**config.mk**
```make
export PLATFORM = sky130hd
export DESIGN_NAME = zclk_gen
export DESIGN_NICKNAME = d
export VERILOG_FILES = /design/src/rtl/zclk_pkg.sv /design/src/rtl/zclk_gen.sv
export SDC_FILE = /design/constraint.sdc
export NUM_CORES = 1
export LEC_CHECK = 0
export CORE_AREA = 2 2 39 41
export DETAILED_ROUTE_END_ITERATION = 6
export DIE_AREA = 0 0 41 43
export SLEW_MARGIN = 20
export SYNTH_ARGS = -nofsm -noshare
export SYNTH_HDL_FRONTEND = slang
export SYNTH_SLANG_ARGS = --single-unit
export TNS_END_PERCENT = 5
```
**constraint.sdc**
```tcl
create_clock -name clk -period 2.4 [get_ports clk]
set_input_delay 0.6 -clock clk [delete_from_list [all_inputs] [get_ports clk]]
set_output_delay 0.6 -clock clk [all_outputs]
set_load 0.01 [all_outputs]
```
**src/rtl/zclk_pkg.sv**
```systemverilog
// Shared turbo-mode encodings for the CPU clock generator, Z80 bus interface and arbiter.
package zclk_pkg;

  typedef logic [1:0] turbo_t;

  localparam turbo_t TURBO_3M5 = 2'b00;
  localparam turbo_t TURBO_7M  = 2'b01;
  localparam turbo_t TURBO_14M = 2'b10;

  // 2'b11 is an alias of 14 MHz; fold it on load so turbo_cur only reports legal modes.
  function automatic turbo_t turbo_norm(input turbo_t t);
    return t[1] ? TURBO_14M : t;
  endfunction

endpackage

```
**src/rtl/zclk_gen.sv**
```systemverilog
// Z80 CPU clock generator: 3.5/7/14 MHz clock pin plus edge strobes, stall hold, glitch-free turbo switch.
// Optional contended-memory hold enabled by defining ZCLK_CONTEND_EN.
module zclk_gen
  import zclk_pkg::*;
(
  input  logic       clk,
  input  logic       rst_n,
  input  logic       c1,
  input  logic       c3,
  input  logic [1:0] turbo,
  input  logic       zstall,
  input  logic       cont,
  input  logic       cont_win,
  output logic       zclk_out,
  output logic       zpos,
  output logic       zneg,
  output logic [1:0] turbo_cur
);

  logic   zclk_q, zclk_d;
  turbo_t turbo_q, turbo_d;
  logic   te;
  logic   hold;
  logic   cont_hold;

`ifdef ZCLK_CONTEND_EN
  assign cont_hold = cont & cont_win & (turbo_q == TURBO_3M5);
`else
  logic unused_cont;
  assign unused_cont = cont ^ cont_win;
  assign cont_hold   = 1'b0;
`endif

  assign hold = zstall | cont_hold;

  always_comb begin
    te = 1'b1;
    case (turbo_q)
      TURBO_3M5: te = c1;
      TURBO_7M:  te = c1 | c3;
      default:   te = 1'b1;
    endcase
  end

  // Hold only blocks the falling edge, so a low phase always runs to completion.
  always_comb begin
    zpos = rst_n & te & ~zclk_q;
    zneg = rst_n & te & zclk_q & ~hold;
  end

  always_comb begin
    zclk_d  = zclk_q ^ (zpos | zneg);
    turbo_d = zpos ? turbo_norm(turbo) : turbo_q;
  end

  always_ff @(posedge clk or negedge rst_n) begin
    if (!rst_n) begin
      zclk_q  <= 1'b1;
      turbo_q <= TURBO_3M5;
    end else begin
      zclk_q  <= zclk_d;
      turbo_q <= turbo_d;
    end
  end

  assign zclk_out  = zclk_q;
  assign turbo_cur = turbo_q;

endmodule

```
==> impl_results.md <==
* Main combinational cell family by area after synthesis: compound AO/OA/AOI/OAI gates
* Final nets at 44
* Final Instance Area at about 350 µm²
* Sequential fraction of design power at roughly 30%
* VDD IR-drop max at about 0.00029 V
* Remaining DRCs at 0
* Die W at around 41 µm
* Status: completed
* Switch Pwr at around 0.0001 W
* Sequential-to-total area share from yosys stat at about half
* Final setup violation count at 0
* Overall routing resource usage at 6.73%
* TritonRoute pass-1 iters at 4
* Fmax at approximately 430 MHz
* Row cnt at 14
* CP Cell Sequence: clkdlybuf4s50_1, a211oi_2, nand2b_2, nor2_1, dlygate4sd2_1
* Switching Fraction at between 20 and 30%
* First-pass GRT wire length at ~760 µm
* Post-route ant nets at 0
* RD Place Congestion at between 0.6 and 0.7
* DR iter-0 viols at 1
* Area Growth Syn to Fin at 120%
* Place WS at -0.187 ns
* CP startpoint kind: primary input
* Core area at ~1400 µm²
* LEAKAGE at roughly 0.16 nW
* CP max FO at 2
* Die Area at ~1800 µm²
* Slowest cell on crit path: clkdlybuf4s50_1
* Gate Count Post-Synth at 14
* Multi-input gate area at between 70 and 80 µm²
* Setup slack after layout at 0.0894 ns
* Register bit count reported by yosys at 3
* Routed WL at between 400 and 500 µm
* Vias per cell at between 3 and 4
* Internal at 0.000243 W
* Critical path arrival at ~1.7 ns
* Filler cells at 155
* Power density over the cells at between 900 and 1000 nW/µm²
* Vias in the first global route at 194
* Netlist cell types at 11
* GR Overflow Total at 0
* Worst Tran Pin Value at 0.296 ns
* Mux cell area share after synthesis at a little under a tenth
* Cts hold-fix bufs at 0
* Htree depth at 1
* Logic pwr share at between 40% and 50%
* Slew Limit Fails at 0
* Metal-1 WL at 194 µm
* Final Hold Fails at 0
* Max-cap violations at 0
* Met2 wire length at 189 µm
* Avg WL per Cell at just under 9 µm
* Worst-skew pair later-pin latency at ~0.23 ns
* N_diodes at 0
* Clk sinks at 3
* Detailed placement HPWL at ~340 µm
* Mapped cell area at about 160 µm²
* Antenna violations before repair at 0
* Complex-gate fraction of the synthesized area at 22.0%
* Relative slew slack at approximately four fifths
* Clock Path Buffers at 2
* Final min period at 2.31 ns
* Slowest stage delay, CP at between 0.4 and 0.5 ns
* Largest net degree at the start of global routing at 6
* Setup repair bufs after CTS at 0
* Initial Util at between 10% and 20%
* I/O Buffers at 11
* Syn nets at 23
* Ys Warns at 0
* Worst-path clk slew at about 0.04 ns
* Share of layout cells above drive strength 1 at a little over a third
* Hold slack final at around 0.56 ns
* XOR/XNOR Fraction of Synth Area at 0%
* RSZ-0062 raised after global routing: no
* Post-Synth Adder-Cell Area at 0%
* CTS tree: done
* Mean Syn Cell Area at around 11 µm²
* Critical Path RT at 1.80 ns
* Synth Area in Simple Gates at between 10% and 20%
* DIE HEIGHT at between 40 and 50 µm
* Sequential cell area at around 76 µm²
* Clock power share at 25.5%
* Via count at around 180
* Area post-placement at 327 µm²
* Final clock skew at slightly below 0.001 ns
* Crit path max-delay family: buffers and inverters
* Setup CP Type: in -> out
* Worst setup EP type: output pin
* CTS Root Cell: clkbuf_4
* Metal3 WL at between 60 and 70 µm
* Critical path buffers and inverters at 2
* Worst hold path class: reg -> reg
* CTS Buf Count at 3
* Period utilisation layout at between 90% and 100%
* Highest metal layer with signal wires: met3
* Ports at 14
-- layout by cell type (no fill, tap or decap) --
cell type / count
clkdlybuf4s50_1: 9
dfrtp_1: 2
clkbuf_1: 1
nand2b_1: 2
clkbuf_4: 3
a22o_1: 1
nand2b_2: 1
inv_1: 1
buf_4: 5
nor2_1: 2
mux2_4: 1
dlygate4sd2_1: 2
a211oi_2: 1
dfstp_2: 1
o41ai_1: 1
o21ai_0: 1
-- what timing repair did --
action	in CTS	in global routing
endpoints found under the setup margin	2	2
pin swaps	0	1
gates resized for setup	2	0
-- power by group through the flow --
stage	Sequential [W]	Combinational [W]	Clock, W
final	0.000103	0.000155	0.0000881
after global routing	0.000109	0.000169	0.0000991
after CTS	0.000104	0.000158	0.0000940
after detailed placement	0.000103	0.000160	0
after global placement	0.000103	0.000159	0
after floorplan	0.000110	0.0000545	0
-- metal layers --
metal,up-vias,GRT usage [%]
li1,90,-
met1,83,8.06
met2,10,9.38
met3,0,4.71
met4,0,2.00
met5,-,0
-- final timing paths --
kind | endpoint | cells past startpoint | slack [ns] | startpoint
worst max-delay path | zneg | 5 | 0.09 | c1
max in group asynchronous | zclk_out | 2 | 1.47 | rst_n
worst min register to register | turbo_cur[1] | 1 | 0.56 | turbo_cur[1]
worst min-delay path | turbo_cur[1] | 1 | 0.56 | turbo_cur[1]
min in group asynchronous | turbo_cur[1] | 2 | 0.76 | rst_n
worst max register to register | zclk_out | 4 | 1.12 | turbo_cur[0]
-- Yosys cell counts (all sizes together) --
cell    instances  share of area, %
nor2            2               4.7
inv             1               2.4
dfrtp           2                31
dfstp           1                17
o41ai           1               5.5
a211oi          1               7.9
nand2b          3                13
o21ai           1               3.1
a22o            1               5.5
mux2            1               9.4
-- kinds of logic after synthesis --
kind of cell,after synthesis
mux,1
buf+inv,1
compound gates,4
simple gates,5
flops,3
-- metrics by stage --
stage / instances / total power (W) / utilization [%] / TNS [ns]
floorplan: 14 / 0.000165 / - / 0
finish: 50 / 0.000346 / 25.3 / 0
CTS: 50 / 0.000356 / 25.3 / 0
global placement: 46 / 0.000262 / 23.6 / -0.336
detailed placement: 46 / 0.000263 / 23.6 / -0.351
global route: 50 / 0.000377 / 25.3 / 0
-- flip-flops by register name, indices dropped and copies added, names as in the netlist --
register   flops
turbo_cur      2
zclk_out       1
-- layout make-up --
class / instances / area share [%]
repair buffers: 16 / 41.4
multi-input cells: 10 / 22.5
flip-flops and latches: 3 / 21.8
clock buffers: 4 / 7.50
well taps: 16 / 5.71
inverters: 1 / 1.07
(Power assumes the default switching activity.)
